**src/rtl/ucsbece154b_fetch_queue_if.sv**
```systemverilog
// Instruction-memory request/response bus between the fetch queue and imem.
// The fetch queue is the master: it issues one request at a time and
// receives in-order read responses.
interface ucsbece154b_fetch_queue_if #(
  parameter int unsigned XLEN = 32
);
  logic            imem_req_o;
  logic [XLEN-1:0] imem_addr_o;
  logic            imem_ready_i;
  logic            imem_rvalid_i;
  logic [31:0]     imem_rdata_i;

  modport master (
    output imem_req_o,
    output imem_addr_o,
    input  imem_ready_i,
    input  imem_rvalid_i,
    input  imem_rdata_i
  );

  modport slave (
    input  imem_req_o,
    input  imem_addr_o,
    output imem_ready_i,
    output imem_rvalid_i,
    output imem_rdata_i
  );
endinterface

```
**src/rtl/ucsbece154b_fetch_queue.sv**
```systemverilog
// Decoupled instruction fetch queue.
// A three-state request FSM (IDLE/REQ/WAIT) keeps at most one imem request
// in flight and pushes returned words, tagged with their PC, into a
// DEPTH-entry circular FIFO that feeds the Fetch stage. An Execute-stage
// redirect flushes the FIFO and marks any in-flight response for discard.
// Optional feature: define UCSBECE154B_FETCH_BYPASS_EN to let a response
// arriving into an empty queue be presented combinationally the same cycle.
module ucsbece154b_fetch_queue #(
  parameter int unsigned     XLEN     = 32,
  parameter int unsigned     DEPTH    = 4,
  parameter logic [XLEN-1:0] RESET_PC = '0
) (
  input  logic                      clk,
  input  logic                      reset,
  ucsbece154b_fetch_queue_if.master imem,
  input  logic                      StallF_i,
  input  logic                      PCSrcE_i,
  input  logic [XLEN-1:0]           PCTargetE_i,
  output logic                      ValidF_o,
  output logic [XLEN-1:0]           PCF_o,
  output logic [31:0]               InstrF_o
);

  localparam int unsigned    PW      = $clog2(DEPTH);
  localparam int unsigned    CW      = PW + 1;
  localparam logic [CW-1:0]  DEPTH_C = CW'(DEPTH);
  localparam logic [31:0]    NOP     = 32'h0000_0013;
  localparam logic [XLEN-1:0] PC_INC = XLEN'(4);

  typedef enum logic [1:0] {
    IDLE,
    REQ,
    WAIT
  } state_t;

  state_t          state_q, state_d;
  logic [XLEN-1:0] fetch_pc_q, fetch_pc_d;
  logic [XLEN-1:0] req_addr_q, req_addr_d;
  logic            kill_q, kill_d;
  logic [CW-1:0]   count_q, count_d;
  logic [PW-1:0]   rd_ptr_q, wr_ptr_q;

  logic [XLEN-1:0] pc_mem    [DEPTH];
  logic [31:0]     instr_mem [DEPTH];

  logic            redirect;
  logic [XLEN-1:0] target;
  logic            rsp;
  logic            rsp_live;
  logic            bypass;
  logic            bypass_take;
  logic            push;
  logic            pop;

  assign redirect = PCSrcE_i;
  // Redirect targets are forced onto a word boundary.
  assign target   = PCTargetE_i & ~XLEN'(3);

  // A response only counts while a request is outstanding; anything seen in
  // IDLE/REQ (e.g. a stale beat straddling reset) is ignored.
  assign rsp      = (state_q == WAIT) && imem.imem_rvalid_i;
  assign rsp_live = rsp && !kill_q && !redirect;

`ifdef UCSBECE154B_FETCH_BYPASS_EN
  assign bypass      = rsp_live && (count_q == '0);
  assign bypass_take = bypass && !StallF_i;
`else
  assign bypass      = 1'b0;
  assign bypass_take = 1'b0;
`endif

  // A bypassed word that the pipeline accepts never enters the FIFO.
  assign push = rsp_live && !bypass_take;
  assign pop  = (count_q != '0) && !StallF_i && !redirect;

  assign imem.imem_req_o  = (state_q == REQ);
  assign imem.imem_addr_o = req_addr_q;

  // Present the FIFO head, else the bypassed response, else a NOP bubble.
  always_comb begin
    ValidF_o = 1'b0;
    PCF_o    = fetch_pc_q;
    InstrF_o = NOP;
    if (count_q != '0) begin
      ValidF_o = 1'b1;
      PCF_o    = pc_mem[rd_ptr_q];
      InstrF_o = instr_mem[rd_ptr_q];
    end else if (bypass) begin
      ValidF_o = 1'b1;
      PCF_o    = req_addr_q;
      InstrF_o = imem.imem_rdata_i;
    end
  end

  // Occupancy: redirect flushes, simultaneous push and pop cancel.
  always_comb begin
    count_d = count_q;
    if (redirect) begin
      count_d = '0;
    end else if (push && !pop) begin
      count_d = count_q + 1'b1;
    end else if (pop && !push) begin
      count_d = count_q - 1'b1;
    end
  end

  // Request FSM next state, fetch PC, request address and kill flag.
  always_comb begin
    state_d    = state_q;
    fetch_pc_d = fetch_pc_q;
    req_addr_d = req_addr_q;
    kill_d     = kill_q;

    unique case (state_q)
      IDLE: begin
        if (!redirect && (count_q < DEPTH_C)) begin
          state_d    = REQ;
          req_addr_d = fetch_pc_q;
        end
      end
      REQ: begin
        if (imem.imem_ready_i) begin
          state_d = WAIT;
          // A killed request was issued for the old path; the fetch PC
          // already points at the redirect target and must not advance.
          if (!kill_q) begin
            fetch_pc_d = fetch_pc_q + PC_INC;
          end
        end
      end
      WAIT: begin
        if (imem.imem_rvalid_i) begin
          kill_d = 1'b0;
          if (count_d < DEPTH_C) begin
            state_d    = REQ;
            req_addr_d = redirect ? target : fetch_pc_q;
          end else begin
            state_d = IDLE;
          end
        end
      end
      default: begin
        state_d = IDLE;
      end
    endcase

    // Redirect overrides the sequential PC. A response landing in the same
    // cycle is dropped directly, so only a still-pending one needs kill.
    if (redirect) begin
      fetch_pc_d = target;
      if ((state_q == REQ) || ((state_q == WAIT) && !imem.imem_rvalid_i)) begin
        kill_d = 1'b1;
      end
    end
  end

  // FSM and fetch-control registers.
  always_ff @(posedge clk or negedge reset) begin
    if (!reset) begin
      state_q    <= IDLE;
      fetch_pc_q <= RESET_PC;
      req_addr_q <= RESET_PC;
      kill_q     <= 1'b0;
    end else begin
      state_q    <= state_d;
      fetch_pc_q <= fetch_pc_d;
      req_addr_q <= req_addr_d;
      kill_q     <= kill_d;
    end
  end

  // FIFO occupancy and wrap-around pointers.
  always_ff @(posedge clk or negedge reset) begin
    if (!reset) begin
      count_q  <= '0;
      rd_ptr_q <= '0;
      wr_ptr_q <= '0;
    end else begin
      count_q <= count_d;
      if (redirect) begin
        rd_ptr_q <= '0;
        wr_ptr_q <= '0;
      end else begin
        if (push) begin
          wr_ptr_q <= wr_ptr_q + 1'b1;
        end
        if (pop) begin
          rd_ptr_q <= rd_ptr_q + 1'b1;
        end
      end
    end
  end

  // FIFO storage: each entry is the request PC plus its returned word.
  always_ff @(posedge clk) begin
    if (push) begin
      pc_mem[wr_ptr_q]    <= req_addr_q;
      instr_mem[wr_ptr_q] <= imem.imem_rdata_i;
    end
  end

endmodule

```
**src/flat_wrapper.sv**
```systemverilog
// flat-port wrapper written by rule: the top's interface ports become plain ports
module ucsbece154b_fetch_queue_flat 
#(
  parameter int unsigned     XLEN     = 32,
  parameter int unsigned     DEPTH    = 4,
  parameter logic [XLEN-1:0] RESET_PC = '0
)
  (clk, reset, StallF_i, PCSrcE_i, PCTargetE_i, ValidF_o, PCF_o, InstrF_o, imem_imem_req_o, imem_imem_addr_o, imem_imem_ready_i, imem_imem_rvalid_i, imem_imem_rdata_i);
  ucsbece154b_fetch_queue_if #(.XLEN(XLEN)) imem_i ();
  input  logic clk;
  input  logic reset;
  input  logic StallF_i;
  input  logic PCSrcE_i;
  input  logic [XLEN-1:0] PCTargetE_i;
  output logic ValidF_o;
  output logic [XLEN-1:0] PCF_o;
  output logic [31:0] InstrF_o;
  output wire logic [$bits(imem_i.imem_req_o)-1:0] imem_imem_req_o;
  output wire logic [$bits(imem_i.imem_addr_o)-1:0] imem_imem_addr_o;
  input wire logic [$bits(imem_i.imem_ready_i)-1:0] imem_imem_ready_i;
  input wire logic [$bits(imem_i.imem_rvalid_i)-1:0] imem_imem_rvalid_i;
  input wire logic [$bits(imem_i.imem_rdata_i)-1:0] imem_imem_rdata_i;
  assign imem_imem_req_o = imem_i.imem_req_o;
  assign imem_imem_addr_o = imem_i.imem_addr_o;
  assign imem_i.imem_ready_i = imem_imem_ready_i;
  assign imem_i.imem_rvalid_i = imem_imem_rvalid_i;
  assign imem_i.imem_rdata_i = imem_imem_rdata_i;
  ucsbece154b_fetch_queue #(.XLEN(XLEN), .DEPTH(DEPTH), .RESET_PC(RESET_PC)) u_core (.clk(clk), .reset(reset), .imem(imem_i), .StallF_i(StallF_i), .PCSrcE_i(PCSrcE_i), .PCTargetE_i(PCTargetE_i), .ValidF_o(ValidF_o), .PCF_o(PCF_o), .InstrF_o(InstrF_o));
endmodule
```
**config.mk**
```make
export PLATFORM = sky130hd
export DESIGN_NAME = ucsbece154b_fetch_queue_flat
export DESIGN_NICKNAME = d
export VERILOG_FILES = /design/src/rtl/ucsbece154b_fetch_queue_if.sv /design/src/rtl/ucsbece154b_fetch_queue.sv /design/src/flat_wrapper.sv
export SDC_FILE = /design/constraint.sdc
export NUM_CORES = 1
export LEC_CHECK = 0
export CAP_MARGIN = 20
export CORE_MARGIN = 3
export CORE_UTILIZATION = 28
export CTS_CLUSTER_DIAMETER = 40
export CTS_CLUSTER_SIZE = 16
export DETAILED_ROUTE_END_ITERATION = 10
export GPL_ROUTABILITY_DRIVEN = 0
export PLACE_DENSITY = 0.56
export SLEW_MARGIN = 40
export SYNTH_ARGS = -nofsm -noshare
export SYNTH_HDL_FRONTEND = slang
export SYNTH_SLANG_ARGS = --single-unit
```
**constraint.sdc**
```tcl
create_clock -name clk -period 4.4 [get_ports clk]
set_input_delay 0.88 -clock clk [delete_from_list [all_inputs] [get_ports clk]]
set_output_delay 0.88 -clock clk [all_outputs]
set_load 0.03 [all_outputs]
```
==> impl_metrics.yaml, run 1 <==
die:
  die_area_sq_mm: 0.0514
  die_h_um: 227
  initial_core_util: 0.285
  die_width_um: 227
  rows: 80
  core_sq_mm: 0.0479
  ios: 168
synth:
  synthCells: 825
  synth-async-reset-ratio: 0.220
  synth_seq_area_share: 0.684
  synth_warnings: 0
  synth.avg_cell_area_sq_um: 16.5
  yosysMostFrequentCell: "edfxtp_1"
  synth_top_cells_by_area: "edfxtp_1 (55%), dfrtp_1 (13%), mux4_2 (10%)"
  ys_ff_latch: 323
  syn-cell-area_sq_mm: 0.0137
  synth.net_count: 903
  yosys.area.top_type: "edfxtp_1"
  synth_edf_count: 252
  synth_flop_cell: "edfxtp_1"
  synth_cell_types: 48
  synth_common_cells: "edfxtp_1 (252), nand2_1 (125), dfrtp_1 (71)"
  yosysTopAreaCellShare: 0.554
routing:
  antenna_left: 0
  firstDrtPassIters: 5
  routed_wl_um: 34400
  viasPerCell: 4.60
  drt_iter0_markers: 333
  wl_per_cell_um: 20.6
  drc: 0
  num_vias: 7699
grt:
  grt_pass1_wl_um: 51300
  globalRouteTotalUtil: 0.135
  grt_pass1_vias: 8119
  antenna_found_initial: 0
  gr-total-overflow: 0
  grt_start_max_net_pins: 72
place:
  port_buffers: 165
  post-place-ws_ns: 0.924
  hpwl_um: 21500
  place_inst: 1583
critical_path:
  end_kind: "primary output"
  path_max_fanout: 19
  start_kind: "flop"
  arrival_ns: 2.98
  critPathRequiredTime_ns: 3.52
  critPathKind: "reg2out"
clock_network:
  path_clk_slew_ns: 0.06
  cts.path.max_buffers: 3
  tritoncts: "built"
  cts.htree.levels: 2
  post-cts-setup-buffers: 0
  insertion_delay_ns: 0.58
  cts_root_buf: "clkbuf_16"
  postCtsHoldBufs: 0
  cts_sinks: 323
  cts_resized: 0
  cts_made_buffers: 49
final_layout:
  area_delta_synth_final_pct: 31.2
  fin_cells: 1675
  fin_nets: 1097
  drive_above_1_share: 0.233
  diodes: 0
power:
  p_clk_frac: 0.322
  p_leak_nw: 6.22
  netSwitchingFraction: 0.344
  p_switching_w: 0.00428
  ir_drop_uv: 441
  internal-power_w: 0.00815
  power.density_mw_per_mm2: 694
  sequentialPowerShare: 0.327
  pwr-share-comb: 0.350
timing:
  hold_slack_ns: 0.350
  finalSetupViolations: 0
  min_period_ns: 3.86
  maxSlewHeadroom: 0.496
  tns_ns: 0
  slew_violations: 0
  hold_violations: 0
  period_share: 0.878
  rsz0062_at_grt: "false"
  max_clock_freq_ghz: 0.259
  timing.final.ws_setup_ns: 0.538
  tightest_slew_ns: 0.756
  skew_ns: 0.0266
flow_run:
  cap_violations: 0
worst_hold_path:
  min-delay-path-class: "in2async"
outcome:
  status: "completed"
==> cell type report <==
class	instances	area [sq um]
clock buffer	56	1280
clock inverter	36	448
fill	4539	30000
inverter	11	41.3
multi-input combinational	448	4060
sequential	323	9350
tap	615	769
timing repair buffer	186	1960
==> routing by layer <==
| metal | track usage | share of wire | vias up |
|---|---|---|---|
| met5 | 0 | 0 | - |
| met4 | 0.0371 | 0.021 | 0 |
| met3 | 0.0364 | 0.059 | 54 |
| met2 | 0.217 | 0.47 | 201 |
| met1 | 0.181 | 0.45 | 3909 |
| li1 | - | - | 3535 |
==> power by group through the flow <==
stage                     Combinational (W)  Sequential (W)  Clock (W)
after floorplan                     0.00252         0.00423          0
after global placement              0.00445         0.00412          0
after detailed placement            0.00444         0.00414          0
after CTS                           0.00446         0.00408    0.00412
after global routing                0.00466         0.00413    0.00425
final                               0.00436         0.00407    0.00400
==> through the flow <==
| step | instance area [sq um] | utilization | power, W |
|---|---|---|---|
| 6_report | 17900 | 0.374 | 0.0124 |
| 5_1_grt | 17900 | 0.374 | 0.0130 |
| 4_1_cts | 17900 | 0.374 | 0.0127 |
| 3_5_place_dp | 16200 | 0.338 | 0.00858 |
| 3_3_place_gp | 16200 | 0.337 | 0.00858 |
| 2_1_floorplan | 13700 | - | 0.00675 |
==> cell families after synthesis <==
group | share of synthesized area
multiplexers | 0.163
adder cells (fa/ha/maj) | 0.00807
AND/OR/NAND/NOR | 0.0839
buffers and inverters | 0.0198
flip-flops | 0.684
XOR/XNOR | 0.0212
AO/OA/AOI/OAI | 0.0199
==> placed cells by master, fill, tap and decap left out, drive strengths merged, types with 15 or more instances in the layout <==
cell type        n
and2            36
o21ai           33
clkdlybuf4s50  159
xnor2           19
inv             22
mux2            62
clkinv          15
buf             27
dfrtp           71
clkbuf          56
edfxtp         252
nand2          125
mux4            63
==> worst max-delay path, cell delays in order, from the launching register on <==
cell             delay, ns
dfrtp_4               0.71
buf_4                 0.35
mux4_2                0.56
and2_1                0.18
clkdlybuf4s50_1       0.60
==> flip-flops by register name (all words and copies together) (netlist names) <==
register	count
u_core.count_q	3
u_core.fetch_pc_q	30
u_core.imem.imem_addr_o	31
u_core.instr_mem	128
u_core.kill_q	1
u_core.pc_mem	124
u_core.rd_ptr_q	2
u_core.state_q	2
u_core.wr_ptr_q	2
==> path summary, 6_finish.rpt <==
check | cells after the start | endpoint | startpoint | slack (ns)
worst min-delay path | 1 | u_core.imem.imem_addr_o[15] | reset | 0.35
worst max-delay path | 4 | InstrF_o[2] | u_core.rd_ptr_q[0] | 0.54
max in group asynchronous | 1 | u_core.rd_ptr_q[0] | reset | 3.45
min in group clk | 0 | u_core.pc_mem[1][9] | u_core.imem.imem_addr_o[9] | 0.55
worst min register to register | 0 | u_core.pc_mem[1][9] | u_core.imem.imem_addr_o[9] | 0.55
worst max register to register | 10 | u_core.imem.imem_addr_o[28] | u_core.count_q[1] | 1.66
Note: power is estimated with default switching activity, not from simulation.
==> inputs of run 2 (changes only) <==
RECOVER_POWER = 50   (was unset)
SLEW_MARGIN = 20   (was 40)
==> impl_metrics.yaml, run 2 (synthesis results as in run 1) <==
critical_path:
  r2r-start: "u_core.state_q[1]"
  path_max_fanout: 32
  arrival_ns: 3.00
  max_stage_delay_ns: 0.72
  crit_buf_inv: 3
  rr_worst_depth: 5
  start_kind: "flop"
  cp_slowest_cell: "clkdlybuf4s50_1"
  crit_family: "buffers and inverters"
  end_kind: "primary output"
  startpoint: "u_core.count_q[1]"
  path_cells: "inv_1, ha_1, nor2b_1, buf_4, nand2_1, nand2_1, clkdlybuf4s50_1"
  critPathRequiredTime_ns: 3.52
  r2r_slack_ns: 1.03
  cp_common_cell: "nand2_1"
  critPathKind: "reg2out"
  timing.rr.end: "u_core.instr_mem[1][24]"
worst_hold_path:
  hold_path_end: "u_core.pc_mem[0][31]"
  min-delay-path-class: "reg2reg"
  min-delay-start: "u_core.imem.imem_addr_o[31]"
  hold_depth: 0
place:
  hpwl_um: 21600
  port_buffers: 165
routing:
  firstDrtPassIters: 4
  viasPerCell: 4.62
  drc: 0
  num_vias: 7732
  antenna_left: 0
  wl_per_cell_um: 20.5
  routed_wl_um: 34400
  drt_iter0_markers: 359
final_layout:
  mostFrequentLayoutCells: "edfxtp_1 (252), nand2_1 (125), clkdlybuf4s50_1 (117)"
  final_common_cell: "edfxtp_1"
  fin_nets: 1098
  drive_above_1_share: 0.225
  largest_reg_flops: 128
  area_delta_synth_final_pct: 31.0
  regMostFlops: "u_core.instr_mem"
  nFillCells: 4534
  diodes: 0
timing:
  tightest_slew_ns: 2.10
  skew_ns: 0.0293
  tns_ns: 0
  rsz0062_at_grt: "false"
  period_share: 0.882
  hold_slack_ns: 0.548
  maxSlewHeadroom: -0.402
  hold_violations: 0
  slew_violations: 149
  max_clock_freq_ghz: 0.258
  min_period_ns: 3.88
  finalSetupViolations: 0
clock_network:
  cts.path.max_buffers: 3
  cts.htree.levels: 2
  path_clk_slew_ns: 0.06
  cts_root_buf: "clkbuf_16"
  post-cts-setup-buffers: 0
  tritoncts: "built"
  postCtsHoldBufs: 0
  insertion_delay_ns: 0.58
  cts_made_buffers: 50
  cts_sinks: 323
  cts_resized: 0
power:
  power.density_mw_per_mm2: 697
  ir_drop_uv: 415
  p_leak_nw: 6.19
grt:
  gr-total-overflow: 0
  antenna_found_initial: 0
  globalRouteTotalUtil: 0.135
  grt_pass1_vias: 8159
  grt_pass1_wl_um: 51300
  grt_start_max_net_pins: 72
flow_run:
  cap_violations: 3
outcome:
  violations: "max-capacitance violations, max-slew violations"
  status: "complete, but fails checks"
die:
  initial_core_util: 0.285
  ios: 168
  core_sq_mm: 0.0479
  die_area_sq_mm: 0.0514
  die_width_um: 227
  die_h_um: 227
  rows: 80
## run 2: changes by cell type in the layout (fill, tap and decap cells not counted), sizes merged, moves of 2 or more
cell           previous run  this run
buf                      27        22
bufinv                    6         8
clkbuf                   56        60
clkdlybuf4s50           159       117
clkinv                   15        10
clkinvlp                  4         6
dlygate4sd3               0        42
## run 2: metrics by stage
stage                     utilization  power, W  cells  cell area, sq um  worst slack (ns)
after floorplan                     -   0.00675    825             13700             0.990
after global placement          0.337   0.00858   1583             16200             0.943
after detailed placement        0.337   0.00859   1583             16200             0.935
after CTS                       0.374    0.0127   1674             17900             0.413
after global routing            0.373    0.0131   1674             17900             0.312
final                           0.373    0.0125   1674             17900             0.518
## run 2: cell type report
| class | count | area, sq um | share of cell area |
|---|---|---|---|
| Sequential cell | 323 | 9350 | 0.523 |
| Multi-Input combinational cell | 448 | 4030 | 0.225 |
| Timing Repair Buffer | 186 | 1940 | 0.109 |
| Clock buffer | 55 | 1280 | 0.0716 |
| Tap cell | 615 | 769 | 0.0430 |
| Clock inverter | 36 | 468 | 0.0262 |
| Inverter | 11 | 41.3 | 0.00231 |
## run 2: where the power goes
group / total [W] / switching, W / leakage, nW / internal [W]
Combinational: 0.00433 / 0.00241 / 2.22 / 0.00193
Clock: 0.00407 / 0.00146 / 0.836 / 0.00261
Sequential: 0.00407 / 0.000377 / 3.13 / 0.00369
Total: 0.0125 / 0.00425 / 6.19 / 0.00822
## run 2: how the worst max path moves through the flow
stage          slack (ns)  depth (start not counted)                endpoint
3_3_place_gp         0.94                          6  u_core.instr_mem[1][3]
4_1_cts              0.41                          4             InstrF_o[2]
6_report             0.52                          7                PCF_o[2]
2_1_floorplan        0.99                          4  u_core.instr_mem[0][0]
5_1_grt              0.31                          7                PCF_o[2]
3_5_place_dp         0.94                          6  u_core.instr_mem[1][7]
## run 2: per-layer routing
layer / vias up / track usage / part of all wire
met2: 186 / 0.218 / 0.48
met3: 53 / 0.0351 / 0.049
met5: - / 0 / 0
met4: 0 / 0.0373 / 0.021
met1: 3966 / 0.180 / 0.45
li1: 3527 / - / -
